### src/rtl/nn_layer_mac.sv
// nn_layer_mac: one fully-connected neural-network layer built around a
// single signed multiply-accumulate unit.
//
// Operation:
//   - Weights are streamed in row-major order while the block is idle.
//     Neuron j, input i is held at index j*N_IN+i. Weights persist until
//     they are reloaded.
//   - An input vector of N_IN elements is then streamed in.
//   - The block performs N_IN*N_OUT MAC cycles.
//   - It then presents N_OUT activated results on consecutive cycles.
//
// Ports:
//   clk         rising-edge clock
//   rst         synchronous active-high reset (control state only)
//   in_valid_w  weight beat present on weight
//   weight      signed fixed-point weight (DATA_W bits, FRAC_W fractional)
//   in_valid_x  input beat present on data_x
//   data_x      signed fixed-point input element, index 0 first
//   act_mode    0 linear, 1 ReLU, 2 leaky (v>>>3), 3 linear; captured on x beat 0
//   busy        high while computing or presenting results
//   out_valid   out carries a neuron result
//   out         neuron result, neuron 0 first; 0 when out_valid is low
module nn_layer_mac #(
    parameter int DATA_W = 16,
    parameter int FRAC_W = 8,
    parameter int N_IN   = 4,
    parameter int N_OUT  = 3
) (
    input  logic              clk,
    input  logic              rst,
    input  logic              in_valid_w,
    input  logic [DATA_W-1:0] weight,
    input  logic              in_valid_x,
    input  logic [DATA_W-1:0] data_x,
    input  logic [1:0]        act_mode,
    output logic              busy,
    output logic              out_valid,
    output logic [DATA_W-1:0] out
);

    localparam int NW  = N_IN * N_OUT;
    localparam int AW  = 2 * DATA_W + $clog2(N_IN);
    localparam int WCW = $clog2(NW);
    localparam int XCW = $clog2(N_IN);
    localparam int OCW = (N_OUT > 1) ? $clog2(N_OUT) : 1;

    localparam logic signed [AW-1:0] SAT_HI = {{(AW-DATA_W+1){1'b0}}, {(DATA_W-1){1'b1}}};
    localparam logic signed [AW-1:0] SAT_LO = {{(AW-DATA_W+1){1'b1}}, {(DATA_W-1){1'b0}}};

    typedef enum logic [1:0] {S_IDLE, S_CALC, S_OUT} state_t;

    state_t r_state, w_state_nxt;

    logic signed [DATA_W-1:0] r_wmem [NW];
    logic signed [DATA_W-1:0] r_xbuf [N_IN];
    logic signed [DATA_W-1:0] r_res  [N_OUT];

    logic [WCW-1:0]       r_wcnt;
    logic [XCW-1:0]       r_xcnt;
    logic [WCW-1:0]       r_widx;
    logic [XCW-1:0]       r_ci;
    logic [OCW-1:0]       r_cj;
    logic [OCW-1:0]       r_oj;
    logic                 r_w_ok;
    logic                 r_start;
    logic [1:0]           r_mode;
    logic signed [AW-1:0] r_acc;

    logic                       w_accept;
    logic                       w_wbeat;
    logic                       w_xbeat;
    logic                       w_ci_last;
    logic signed [2*DATA_W-1:0] w_prod;
    logic signed [AW-1:0]       w_prod_ext;
    logic signed [AW-1:0]       w_sum;
    logic signed [AW-1:0]       w_shift;
    logic signed [DATA_W-1:0]   w_res;

    function automatic logic signed [DATA_W-1:0] sat_f(input logic signed [AW-1:0] v);
        if (v > SAT_HI)      sat_f = SAT_HI[DATA_W-1:0];
        else if (v < SAT_LO) sat_f = SAT_LO[DATA_W-1:0];
        else                 sat_f = v[DATA_W-1:0];
    endfunction

    function automatic logic signed [DATA_W-1:0] act_f(input logic signed [DATA_W-1:0] v,
                                                       input logic [1:0] m);
        case (m)
            2'd1:    act_f = v[DATA_W-1] ? '0 : v;
            2'd2:    act_f = v[DATA_W-1] ? (v >>> 3) : v;
            default: act_f = v;
        endcase
    endfunction

    // r_start marks the one cycle between the last x beat and CALC.
    // Inputs stay locked out during that cycle as well as while busy.
    assign w_accept  = (r_state == S_IDLE) && !r_start;
    // A weight beat wins over a simultaneous x beat.
    assign w_wbeat   = w_accept && in_valid_w;
    assign w_xbeat   = w_accept && !in_valid_w && in_valid_x && r_w_ok;
    assign w_ci_last = (r_ci == XCW'(N_IN - 1));

    // MAC datapath: the result is formed from the running sum on a neuron's last input.
    assign w_prod     = r_wmem[r_widx] * r_xbuf[r_ci];
    assign w_prod_ext = {{(AW-2*DATA_W){w_prod[2*DATA_W-1]}}, w_prod};
    assign w_sum      = r_acc + w_prod_ext;
    assign w_shift    = w_sum >>> FRAC_W;
    assign w_res      = act_f(sat_f(w_shift), r_mode);

    // Control: counters, flags and accumulator
    always_ff @(posedge clk) begin
        if (rst) begin
            r_wcnt  <= '0;
            r_xcnt  <= '0;
            r_widx  <= '0;
            r_ci    <= '0;
            r_cj    <= '0;
            r_oj    <= '0;
            r_w_ok  <= 1'b0;
            r_start <= 1'b0;
            r_mode  <= 2'd0;
            r_acc   <= '0;
        end else begin
            r_start <= w_xbeat && (r_xcnt == XCW'(N_IN - 1));
            if (w_wbeat) begin
                if (r_wcnt == WCW'(NW - 1)) begin
                    r_wcnt <= '0;
                    r_w_ok <= 1'b1;
                end else begin
                    r_wcnt <= r_wcnt + 1'b1;
                    r_w_ok <= 1'b0;
                end
            end
            if (w_xbeat) begin
                if (r_xcnt == '0) r_mode <= act_mode;
                r_xcnt <= (r_xcnt == XCW'(N_IN - 1)) ? '0 : r_xcnt + 1'b1;
            end
            if (r_state == S_CALC) begin
                r_widx <= (r_widx == WCW'(NW - 1)) ? '0 : r_widx + 1'b1;
                if (w_ci_last) begin
                    r_ci  <= '0;
                    r_acc <= '0;
                    r_cj  <= (r_cj == OCW'(N_OUT - 1)) ? '0 : r_cj + 1'b1;
                end else begin
                    r_ci  <= r_ci + 1'b1;
                    r_acc <= w_sum;
                end
            end
            if (r_state == S_OUT) begin
                r_oj <= (r_oj == OCW'(N_OUT - 1)) ? '0 : r_oj + 1'b1;
            end
        end
    end

    // Storage: weights, input buffer and results (never reset)
    always_ff @(posedge clk) begin
        if (w_wbeat) r_wmem[r_wcnt] <= weight;
        if (w_xbeat) r_xbuf[r_xcnt] <= data_x;
        if ((r_state == S_CALC) && w_ci_last) r_res[r_cj] <= w_res;
    end

    always_ff @(posedge clk) begin
        if (rst) r_state <= S_IDLE;
        else     r_state <= w_state_nxt;
    end

    always_comb begin
        w_state_nxt = r_state;
        case (r_state)
            S_IDLE:  if (r_start) w_state_nxt = S_CALC;
            S_CALC:  if (w_ci_last && (r_cj == OCW'(N_OUT - 1))) w_state_nxt = S_OUT;
            S_OUT:   if (r_oj == OCW'(N_OUT - 1)) w_state_nxt = S_IDLE;
            default: w_state_nxt = S_IDLE;
        endcase
    end

    always_comb begin
        busy      = 1'b0;
        out_valid = 1'b0;
        out       = '0;
        case (r_state)
            S_CALC: busy = 1'b1;
            S_OUT: begin
                busy      = 1'b1;
                out_valid = 1'b1;
                out       = r_res[r_oj];
            end
            default: ;
        endcase
    end

endmodule

### config.mk
export PLATFORM = sky130hd
export DESIGN_NAME = nn_layer_mac
export DESIGN_NICKNAME = d
export VERILOG_FILES = /design/src/rtl/nn_layer_mac.sv
export SDC_FILE = /design/constraint.sdc
export NUM_CORES = 1
export LEC_CHECK = 0
export BUFFER_PORTS_ARGS = -buffer_cell sky130_fd_sc_hd__buf_2
export CAP_MARGIN = 20
export CORE_ASPECT_RATIO = 0.75
export CORE_MARGIN = 1
export CORE_UTILIZATION = 40
export CTS_BUF_LIST = sky130_fd_sc_hd__clkbuf_16
export DETAILED_ROUTE_END_ITERATION = 10
export PLACE_DENSITY = 0.62
export REMOVE_ABC_BUFFERS = 1
export SYNTH_ARGS = -nofsm -noshare
export SYNTH_HDL_FRONTEND = slang
export SYNTH_SLANG_ARGS = --single-unit
### constraint.sdc
create_clock -name clk -period 9.1 [get_ports clk]
set_input_delay 0.91 -clock clk [delete_from_list [all_inputs] [get_ports clk]]
set_output_delay 0.91 -clock clk [all_outputs]
set_load 0.03 [all_outputs]
* Word-level counts from Yosys, hierarchy flattened
Memory sizes are Yosys's and may differ from the RTL's. A register that Yosys moved wholly into a read port is not among the register bits.
Index checks and enable logic that the tools add are counted.
** Storage, ports and cells
- Bits in registers :: 56
- Memory bits (read-only) :: 0
- Output and inout port bits :: 18
- Logic and storage cells :: 85
- Memory bits (writable) :: 304
- Latch bits :: 0
- Memories :: 3
** Memories
- r_wmem :: words 12, width 16, rd ports 1, clocked after memory_dff 1, wr ports 1, RTL line 54 : logic signed [DATA_W-1:0] r_wmem [NW];
- r_xbuf :: words 4, width 16, rd ports 1, clocked after memory_dff 1, wr ports 1, RTL line 55 : logic signed [DATA_W-1:0] r_xbuf [N_IN];
- r_res :: words 3, width 16, rd ports 1, clocked after memory_dff 1, wr ports 1, RTL line 56 : logic signed [DATA_W-1:0] r_res [N_OUT];
** Cells by class
- Eq/ne operators :: 13
- Bitwise operators :: 0
- Divide/modulo/power cells :: 0
- Add/subtract/negate cells :: 7
- Multipliers :: 1
- Reduce and logical (&&, ||, !) cells :: 16
- $lt $le $gt $ge :: 2
- Mux-type cells :: 32
- Shift-type cells :: 0
** Operators with widths (number)
- $mux W16 :: 4
- $add A34 B32 Y34 :: 1
- $mux W34 :: 1
- $mul A16 B16 Y32 :: 1
- $pmux W16 S2 :: 1
- $gt A26 B16 Y1 const B :: 1
- $lt A26 B16 Y1 const B :: 1
- $mux W2 :: 11
- $mux W4 :: 4
- $mux W15 :: 1
- $eq A2 B2 Y1 const B :: 6
- $mux W1 :: 9
- $add A2 B1 Y2 const B :: 4
- $add A4 B1 Y4 const B :: 2
- $eq A4 B4 Y1 const B :: 2
- $logic_and A1 B1 Y1 :: 8
- $pmux W2 S3 :: 1
- $eq A2 B1 Y1 const B :: 2
- $logic_not A2 Y1 :: 2
- $ne A2 B1 Y1 const B :: 2
- $reduce_and A2 Y1 :: 2
- $reduce_and A3 Y1 :: 1
- $logic_not A1 Y1 :: 2
- $ne A2 B2 Y1 const B :: 1
- $reduce_or A2 Y1 :: 1

* Longest topological paths before layout
Gate-level depths: netlist (run 1).
- Depth in word-level cells :: 7
- Depth in mapped cells :: 33
- Depth with buffers taken out :: 27

* Worst setup path after synthesis (run 1)
Ideal clock, no wire load.
- Path kind :: flip-flop to flip-flop
- From :: reg with a tool-made name
- To :: mem r_res[0][12] (data pin)
- Setup slack :: 0.738 ns
- Library setup time :: 0.277 ns
- Stages on the path, launching flop included :: 31
- Arrival :: 8.084 ns
- Period minus slack after synthesis :: 8.362 ns
- Path through :: dfxtp_1 -> clkbuf_1 -> buf_2 -> buf_1 -> mux2i_1 -> nand2_1 -> o21a_1 -> nand2b_1 -> inv_1 -> fa_1 -> inv_1 -> fa_1 -> inv_1 -> fa_1 -> inv_1 -> fa_1 -> inv_1 -> fa_1 -> inv_1 -> fa_1 -> inv_1 -> ha_1 -> and4_1 -> a221oi_1 -> o221ai_1 -> a31oi_1 -> nor3_2 -> or2_1 -> buf_2 -> nor4_2 -> o22ai_1
** RTL lines (RTL line)
- to (decl) :: 56

==> results of run 1 <==
sequential cells by signal, indices dropped and copies added (netlist names), 4 cells and up, named ones only:
signal	cells
r_wmem	192
r_xbuf	64
r_widx	4
r_acc	34
r_wcnt	4
r_res	48
cell families (layout without fill, tap and decap cells):
group / after synthesis / in the layout
and+or+nand+nor: 547 / 547
buffers and inverters: 459 / 600
adders and majority gates: 423 / 423
DFF: 368 / 368
AOI/OAI and AO/OA: 261 / 261
muxes: 115 / 115
xor gates and xnor gates: 36 / 36
cell type report:
cell class	count	area share (%)
multi-input combinational	1382	48.0
sequential	368	35.2
inverter	376	4.77
timing repair buffer	150	3.87
tap	871	3.68
clock buffer	40	3.38
clock inverter	34	1.05
metal layers:
| metal | track usage [%] | up-vias | wire length [um] |
|---|---|---|---|
| met3 | 5.93 | 75 | 5680 |
| met2 | 30.2 | 540 | 28400 |
| li1 | - | 7591 | - |
| met5 | 0 | - | 8 |
| met4 | 5.29 | 2 | 1350 |
| met1 | 27.7 | 8697 | 28800 |
stage by stage:
| stage | hold WS, ns | util [%] | worst slack [ns] | instances | instance area, um2 |
|---|---|---|---|---|---|
| final | 0.483 | 45.5 | 0.362 | 3221 | 29600 |
| after global routing | 0.512 | 45.5 | 0.00114 | 3221 | 29600 |
| after CTS | 0.488 | 45.0 | 0.0677 | 3206 | 29300 |
| after detailed placement | 0.480 | 43.0 | 0.125 | 3132 | 28000 |
| after global placement | 0.463 | 43.0 | 0.138 | 3131 | 28000 |
| after floorplan | 0.439 | - | -0.975 | 2126 | 25900 |
worst max-delay path: cells and delay by family (launching register included):
| family | cells | cell delay, ns |
|---|---|---|
| AOI/OAI and AO/OA | 5 | 2.12 |
| xor gates and xnor gates | 1 | 0.37 |
| adders and majority gates | 7 | 3.27 |
| buffers and inverters | 6 | 0.79 |
| DFF | 1 | 0.42 |
| muxes | 2 | 0.40 |
| and+or+nand+nor | 5 | 1.03 |
layout by cell type, fill, tap and decap left out, types with 11 or more instances in the layout:
master     netlist  final
inv_1          374    381
fa_1           305    305
edfxtp_1       304    304
nor2_1         191    190
nand2_1        155    155
ha_1           118    118
buf_4            1     85
a21oi_1         71     70
dfxtp_1         64     62
nor2b_1         61     61
mux4_2          55     55
buf_2            7     55
mux2i_1         49     48
clkbuf_16        0     40
a22oi_1         30     29
and2_1          28     28
nand2b_1        26     26
o21ai_0         36     26
o21ai_1         15     24
xnor2_1         23     22
nand3_1         17     17
nor3_1          18     17
or2_2           12     12
o21a_1          14     12
a21o_1          11     11
xor2_1          12     11
a211oi_1        12     11
cells in the mapped netlist, types with 4 or more instances:
| cell | count | area (um2) |
|---|---|---|
| nand2_1 | 155 | 582 |
| o21ai_1 | 15 | 75.1 |
| nor2b_1 | 61 | 382 |
| and3_1 | 5 | 31.3 |
| xnor2_1 | 23 | 201 |
| nand2b_1 | 26 | 163 |
| ha_1 | 118 | 1480 |
| a21oi_1 | 71 | 355 |
| a41oi_1 | 9 | 78.8 |
| nor3_1 | 18 | 90.1 |
| buf_2 | 7 | 35.0 |
| o21ai_0 | 36 | 180 |
| a31oi_1 | 4 | 25.0 |
| and2_1 | 28 | 175 |
| o31ai_1 | 6 | 45.0 |
| a22oi_1 | 30 | 225 |
| mux2_2 | 10 | 113 |
| xor2_1 | 12 | 105 |
| o22ai_1 | 4 | 25.0 |
| edfxtp_1 | 304 | 9130 |
| clkbuf_1 | 60 | 225 |
| or2_2 | 12 | 75.1 |
| mux4_2 | 55 | 1240 |
| o211ai_2 | 4 | 50.1 |
| and4_1 | 4 | 35.0 |
| o211ai_1 | 7 | 52.6 |
| o21a_1 | 14 | 105 |
| a211oi_1 | 12 | 90.1 |
| or3_1 | 6 | 37.5 |
| nand3_1 | 17 | 85.1 |
| a21o_1 | 11 | 82.6 |
| mux2i_1 | 49 | 490 |
| dfxtp_1 | 64 | 1280 |
| buf_1 | 12 | 45.0 |
| inv_1 | 374 | 1400 |
| fa_1 | 305 | 6110 |
| o21bai_1 | 4 | 30.0 |
| nand4_1 | 6 | 37.5 |
| nor2_1 | 191 | 717 |
final timing paths:
check                              start                     end  slack [ns]  cells past startpoint
setup reg to reg                register   r_res[2][1]$_DFFE_PP_        0.36                     26
setup / recovery                register   r_res[2][1]$_DFFE_PP_        0.36                     26
hold reg to reg   r_mode[1]$_SDFFE_PP0P_  r_mode[1]$_SDFFE_PP0P_        0.48                      2
hold / removal    r_mode[1]$_SDFFE_PP0P_  r_mode[1]$_SDFFE_PP0P_        0.48                      2
timing repair:
item / 4_1_cts / 5_1_grt
setup endpoints to repair: 0 / 45
setup buffers: 0 / 10
endpoints found under the hold margin: 0 / 0
gates resized for setup: 0 / 14
==> results.md, run 1 <==
* Run status: complete, no violations
* WP data required at 9.38 ns
* CTS max path bufs at 3
* Initial Util at between 40% and 50%
* CTS clk-pin slew, worst paths at about 0.060 ns
* Final slew viol count at 0
* Fmax at around 110 MHz
* Iter 0 DRT Violations at roughly 1300
* Via count at 16900
* Final Hold Fails at 0
* Number of remaining DRC errors at 0
* Area grow syn2layout at 12.5%
* Asr flop ratio synth at 0%
* Area of the mapped netlist at about 0.026 mm2
* IO buf count at 55
* First-pass GRT wire length at 102 mm
* Min Clock Period, post-route at between 8 and 9 ns
* Routability cong. at 0.936
* CP max FO at 12
* Setup crit start kind: register
* Routed length per instance at around 20 um
* Post-Syn Instances at 2209
* DP HPWL at around 48 mm
* Top_reg_cell synth: edfxtp_1
* Fillers at about 6000
* Multi-input logic area at around 0.014 mm2
* Ys Warns at 0
* Max Cap Violations at 0
* Tot GR Track Use at slightly below 20%
* RSZ-0062 raised after global routing: no
* Fin nets at 2779
* Critical path type: reg -> reg
* Main combinational cell family by area after synthesis: adder cells
* Adder-cell share of the synthesized area at between 20% and 30%
* Fin crit share at a little over nine tenths
* Die Span Y at between 200 and 250 um
* Gr ovfl total at 0
* Hold WC Path Type: reg -> reg
* Top cell by count, worst path: fa_1
* FF+latch area at roughly 0.010 mm2
* Largest net degree at the start of global routing at between 40 and 50
* CTS H-tree lvls at 2
* EDFF count, synth at about 300
* Worst setup EP type: register
* Layout cells sized above 1 at a little over an eighth
* Vias in the first global route at roughly 18000
* DRT Wirelength at roughly 64 mm
* #FFs+latches synth at between 300 and 400
* Die W at 298 um
* CTS tree: built
* Mux share of post-synthesis cell area at under 10%
* Root Driver: clkbuf_16
* Critical Path AT at between 9 and 10 ns
* Max Clock Skew at between 0.02 and 0.025 ns
* Setup TNS at 0 ns
* Synth unique cells at 80
* Least-Margin Pin Slew at ~1.1 ns
* Compound-Gate Fraction of Synth Area at approximately 6.8%
* Core area at approximately 0.065 mm2
* Die area at roughly 0.067 mm2
* Total CTS buffers at 40
* Final-report setup violation count at 0
* Worst-case headroom to the max-slew limit at 28.3%
* Antenna viol nets, final at 0
* Syn Area/Cell at between 10 and 15 um2
* Clock Sinks at 368
* CP peak stage delay at slightly below 0.8 ns
* Top-level I/O count at 56
* Row cnt at 81
* Synth Area in XOR/XNOR at under 10%
* Vias per cell at between 5 and 6
* Drt pass-1 iters at 5
* Ant diodes at 0
* Post-synthesis simple-gate area fraction at a little under 10%
* Clock latency on the worst-skew pair at 0.59 ns
* Seq/Total Area, Yosys at between 30% and 40%
* Cts hold-fix bufs at 0
* Antenna violations before repair at 2
* Critical-path top delay cell: o21ai_1
Power of run 1 is not shown: default switching activity piles up to over one toggle a cycle in this logic, so the estimate is an artifact.
==> inputs of run 2 (changes only) <==
- BUFFER_PORTS_ARGS: -buffer_cell sky130_fd_sc_hd__buf_2 -> unset
- DONT_BUFFER_PORTS: unset -> 1
- PLACE_DENSITY: 0.62 -> 0.61
==> results.md, run 2 (same netlist as run 1, synthesis figures left out) <==
* Run status: complete, no violations (unchanged)
* CTS tree: built (unchanged)
* DP Worst Slack at 0.365 ns (was 0.125 ns)
* Worst setup EP type: register (unchanged)
* Clock latency on the worst-skew pair at 0.58 ns (was 0.59 ns)
* Min Clock Period, post-route at 8.66 ns (was 8.74 ns)
* Final Hold Fails at 0 (unchanged)
* Max Clock Skew at 0.0308 ns (was 0.0216 ns)
* Tot GR Track Use at 19.8% (was 19.9%)
* Routed length per instance at 20.1 um (was 19.9 um)
* Initial Util at 40.4% (unchanged)
* Root Driver: clkbuf_16 (unchanged)
* Final-report setup violation count at 0 (unchanged)
* WP data required at 9.39 ns (was 9.38 ns)
* CTS clk-pin slew, worst paths at 0.06 ns (about the same)
* Placed Area at 0.0277 mm2 (was 0.0280 mm2)
* Final WS setup at 0.441 ns (was 0.362 ns)
* Layout cells sized above 1 at 11.2% (was 13.7%)
* CTS H-tree lvls at 2 (unchanged)
* Max reg flops at 192 (unchanged)
* First-pass GRT wire length at 102 mm (about the same)
* Fmax at 115 MHz (was 114 MHz)
* Max Cap Violations at 0 (unchanged)
* Top cell by count, worst path: fa_1 (unchanged)
* Via count at 16800 (was 16900)
* Core area at 0.0651 mm2 (unchanged)
* Largest net degree at the start of global routing at 57 (was 48)
* Worst-case headroom to the max-slew limit at 29.6% (was 28.3%)
* Final slew viol count at 0 (unchanged)
* Antenna violations before repair at 2 (unchanged)
* Fin crit share at 95.2% (was 96.0%)
* Antenna viol nets, final at 0 (unchanged)
* Area grow syn2layout at 10.8% (was 12.5%)
* Biggest regs: r_wmem (192), r_xbuf (64), r_res (48) (unchanged)
* Critical Path AT at 8.95 ns (was 9.02 ns)
* Hold WC Path Type: in -> reg (was reg -> reg)
* Finished Cell Area at 0.0291 mm2 (was 0.0296 mm2)
* Fin nets at 2711 (was 2779)
* CP peak stage delay at 0.54 ns (was 0.77 ns)
* Number of remaining DRC errors at 0 (unchanged)
* DP HPWL at 47.9 mm (was 47.7 mm)
* Critical path type: reg -> reg (unchanged)
* Total CTS buffers at 41 (was 40)
* Least-Margin Pin Slew at 1.06 ns (was 1.07 ns)
* Gr ovfl total at 0 (unchanged)
* Clock Sinks at 368 (unchanged)
* Critical-path top delay cell: fa_1 (was o21ai_1)
* RSZ-0062 raised after global routing: no (unchanged)
* Routability cong. at 0.940 (was 0.936)
* Die area at 0.0668 mm2 (unchanged)
* Iter 0 DRT Violations at 1335 (was 1288)
* Top delay family on crit path: adder cells (unchanged)
* Row cnt at 81 (unchanged)
* Drt pass-1 iters at 5 (unchanged)
* Top-level I/O count at 56 (unchanged)
* Largest Register: r_wmem (unchanged)
* Die Span Y at 224 um (unchanged)
* Commonest cells after routing, fill and taps aside: inv_1 (380), edfxtp_1 (304), fa_1 (303), nor2_1 (190), nand2_1 (155) (was inv_1 (381), fa_1 (305), edfxtp_1 (304), nor2_1 (190), nand2_1 (155))
* IO buf count at 0 (was 55)
* Cts hold-fix bufs at 0 (unchanged)
* Setup crit start kind: register (unchanged)
* CP max FO at 20 (was 12)
* CTS max path bufs at 3 (unchanged)
* Vias per cell at 5.33 (was 5.25)
* Commonest non-fill, non-tap cell in the layout: inv_1 (unchanged)
* Vias in the first global route at 17500 (was 18100)
* Post-layout util at 44.8% (was 45.5%)
* Worst path buffer plus inverter count at 7 (was 6)
* DRT Wirelength at 63.2 mm (was 64.2 mm)
* Die W at 298 um (unchanged)
## run 2: cell count changes in the layout (fill, tap and decap cells not counted), moves of 3 or more
| cell | previous run | this run |
|---|---|---|
| buf_4 | 85 | 69 |
| o21ai_2 | 1 | 4 |
| o21ai_1 | 24 | 21 |
| bufinv_16 | 3 | 0 |
| buf_2 | 55 | 0 |
| clkinv_4 | 1 | 4 |
| diode_2 | 0 | 4 |
## run 2: path summary, 6_finish.rpt
check | end | slack [ns] | from | depth (start not counted)
setup / recovery | r_res[1][1]$_DFFE_PP_ | 0.44 | register | 27
hold / removal | r_wcnt[1]$_SDFFE_PP0P_ | 0.41 | rst | 1
hold reg to reg | r_mode[0]$_SDFFE_PP0P_ | 0.48 | r_mode[0]$_SDFFE_PP0P_ | 2
setup reg to reg | r_res[1][1]$_DFFE_PP_ | 0.44 | register | 27
## run 2: cell type report
| type | instances | area (um2) |
|---|---|---|
| fill | 5981 | 35900 |
| multi-input combinational | 1382 | 14200 |
| sequential | 368 | 10400 |
| inverter | 376 | 1410 |
| tap | 871 | 1090 |
| clock buffer | 41 | 1030 |
| timing repair buffer | 81 | 801 |
| clock inverter | 30 | 181 |
| antenna | 4 | 10.0 |
## run 2: worst reg2reg max path: cells and delay by family (launching register included)
kind            cells  cell delay [ns]
simple gates        2             0.58
compound gates      9             2.51
mux                 2             0.69
buf+inv             7             0.82
flops               1             0.49
fa+ha+maj           7             3.28
## run 2: metal layers
metal  vias to the layer above  global-route usage [%]  wire length (um)  part of all wire [%]
met1                      8716                    29.4             29700                    47
li1                       7464                       -                 -                     -
met4                         2                    4.17              1060                   1.7
met5                         -                       0                13                 0.021
met2                       537                    29.7             27500                    44
met3                        75                    4.35              4940                   7.8
## run 2: repair_timing
item / 4_1_cts / 5_1_grt
setup buffers: 0 / 1
setup endpoints to repair: 0 / 45
resized for setup: 0 / 16
## run 2: through the flow
stage	setup TNS, ns	std cells	hold WS, ns
after detailed placement	0	3070	0.470
after floorplan	-42.80	2126	0.439
after global placement	0	3068	0.459
after global routing	0	3149	0.396
final	0	3153	0.409
after CTS	0	3141	0.386
Power of run 2 is left out for the same reason.
==> inputs of run 3 (changes only) <==
- CTS_BUF_LIST: sky130_fd_sc_hd__clkbuf_16 -> sky130_fd_sc_hd__clkbuf_8
==> results.md, run 3 (same netlist as run 1, synthesis figures left out) <==
* Row cnt at 81 (unchanged)
* Crit path to: r_res[2][1]$_DFFE_PP_ (was r_res[1][1]$_DFFE_PP_)
* Least-Margin Pin Slew at 1.08 ns (was 1.06 ns)
* Setup crit start kind: register (unchanged)
* CTS clk-pin slew, worst paths at 0.06 ns (about the same)
* Biggest regs: r_wmem (192), r_xbuf (64), r_res (48) (unchanged)
* Critical-path top delay cell: fa_1 (unchanged)
* IO buf count at 0 (unchanged)
* Antenna viol nets, final at 0 (unchanged)
* Vias in the first global route at 17700 (was 17500)
* Tot GR Track Use at 19.8% (about the same)
* Largest net degree at the start of global routing at 57 (unchanged)
* Drt pass-1 iters at 6 (was 5)
* Fmax at 114 MHz (was 115 MHz)
* CP peak stage delay at 0.59 ns (was 0.54 ns)
* Fillers at 6004 (was 5981)
* Commonest cells after routing, fill and taps aside: inv_1 (391), edfxtp_1 (304), fa_1 (303), nor2_1 (190), nand2_1 (155) (was inv_1 (380), edfxtp_1 (304), fa_1 (303), nor2_1 (190), nand2_1 (155))
* Final-report setup violation count at 0 (unchanged)
* Run status: complete, no violations (unchanged)
* DRT Wirelength at 63.7 mm (was 63.2 mm)
* DP Worst Slack at 0.365 ns (unchanged)
* Levels on crit path at 24 (was 27)
* Worst path buffer plus inverter count at 4 (was 7)
* Die W at 298 um (unchanged)
* Post-layout util at 44.7% (was 44.8%)
* Final WS setup at 0.336 ns (was 0.441 ns)
* Top delay family on crit path: adder cells (unchanged)
* Final Hold Fails at 0 (unchanged)
* CTS H-tree lvls at 2 (unchanged)
* Reg2reg path depth at 24 (was 27)
* Fin crit share at 96.3% (was 95.2%)
* WP data required at 9.51 ns (was 9.39 ns)
* Crit-path cells: buf_12 -> mux4_2 -> mux2i_1 -> o21a_1 -> nor2_1 -> fa_1 -> fa_1 -> fa_1 -> fa_1 -> fa_1 -> inv_1 -> fa_1 -> inv_1 -> ha_1 -> a211oi_1 -> nor2_1 -> or3_1 -> buf_4 -> o211ai_1 -> nand3_1 -> xnor2_1 -> nand4_2 -> o31ai_4 -> o211ai_1
* Antenna violations before repair at 2 (unchanged)
* Critical path type: reg -> reg (unchanged)
* Worst-case headroom to the max-slew limit at 28.2% (was 29.6%)
* Number of remaining DRC errors at 0 (unchanged)
* Final slew viol count at 0 (unchanged)
* Clock Sinks at 368 (unchanged)
* Worst R2R End: r_res[2][1]$_DFFE_PP_ (was r_res[1][1]$_DFFE_PP_)
* Worst setup EP type: register (unchanged)
* Max Cap Violations at 0 (unchanged)
* First-pass GRT wire length at 102 mm (about the same)
* Min Clock Period, post-route at 8.76 ns (was 8.66 ns)
* Setup slack, reg-to-reg at 0.34 ns (was 0.44 ns)
* Top cell by count, worst path: fa_1 (unchanged)
* Iter 0 DRT Violations at 1238 (was 1335)
* Core area at 0.0651 mm2 (unchanged)
* Max reg flops at 192 (unchanged)
* Fin nets at 2728 (was 2711)
* Gr ovfl total at 0 (unchanged)
* Routability cong. at 0.940 (unchanged)
* Commonest non-fill, non-tap cell in the layout: inv_1 (unchanged)
* CP max FO at 20 (unchanged)
* DP HPWL at 47.9 mm (unchanged)
* Vias per cell at 5.27 (was 5.33)
* Max Clock Skew at 0.0664 ns (was 0.0308 ns)
* Root Driver: clkbuf_8 (was clkbuf_16)
* Die area at 0.0668 mm2 (unchanged)
* CTS max path bufs at 3 (unchanged)
* Setup TNS at 0 ns (unchanged)
* Top-level I/O count at 56 (unchanged)
* Ant diodes at 0 (was 4)
* Critical Path AT at 9.17 ns (was 8.95 ns)
* Clock latency on the worst-skew pair at 0.71 ns (was 0.58 ns)
* Die Span Y at 224 um (unchanged)
* Routed length per instance at 20.0 um (was 20.1 um)
* Total CTS buffers at 59 (was 41)
* Largest Register: r_wmem (unchanged)
* RSZ-0062 raised after global routing: yes (was no)
* CTS tree: built (unchanged)
* Initial Util at 40.4% (unchanged)
* Hold WC Path Type: in -> reg (unchanged)
* Layout cells sized above 1 at 11.7% (was 11.2%)
* Via count at 16800 (about the same)
* Post-CTS Setup Bufs at 0 (unchanged)
* Area grow syn2layout at 10.7% (was 10.8%)
-- run 3: cell count changes in the layout (fill, tap and decap cells not counted), sizes merged --
cell / delta
buf: -1
bufinv: +6
clkbuf: +18
clkinv: +9
clkinvlp: -1
diode: -4
inv: +8
-- run 3: worst min path at each step --
stage | start | endpoint | slack, ns | cells after the start
after global routing | rst | r_acc[0]$_SDFFE_PP0P_ | 0.24 | 1
final | rst | r_acc[1]$_SDFFE_PP0P_ | 0.27 | 1
after CTS | rst | r_acc[1]$_SDFFE_PP0P_ | 0.20 | 1
after floorplan | r_acc[28]$_SDFFE_PP0P_ | r_acc[28]$_SDFFE_PP0P_ | 0.44 | 2
after global placement | r_mode[0]$_SDFFE_PP0P_ | r_mode[0]$_SDFFE_PP0P_ | 0.46 | 2
after detailed placement | r_mode[0]$_SDFFE_PP0P_ | r_mode[0]$_SDFFE_PP0P_ | 0.47 | 2
-- run 3: per-stage QoR --
stage	area, um2	instances	hold WS [ns]
finish	29100	3188	0.273
global route	29100	3188	0.235
CTS	28900	3181	0.204
detailed placement	27700	3070	0.470
global placement	27600	3068	0.459
floorplan	25900	2126	0.439
-- run 3: final cells by class --
type / instances / area [um2] / share of cell area, %
well taps: 871 / 1090 / 3.74
inverters: 376 / 1410 / 4.85
multi-input cells: 1382 / 14200 / 48.7
repair buffers: 80 / 793 / 2.72
clock inverters: 52 / 407 / 1.40
flip-flops and latches: 368 / 10400 / 35.8
clock buffers: 59 / 812 / 2.79
-- run 3: what timing repair did --
item | 4_1_cts | 5_1_grt
hold endpoints to repair | 0 | 0
hold buffers | 0 | 0
gates resized for setup | 0 | 14
endpoints found under the setup margin | 0 | 45
-- run 3: routing by layer --
layer	share of wire (%)	global-route usage, %	vias to the layer above
li1	-	-	7505
met1	47	29.3	8662
met2	43	29.7	544
met3	7.9	4.34	84
met4	1.9	4.62	4
met5	0.042	0	-
Power of run 3 is left out for the same reason.
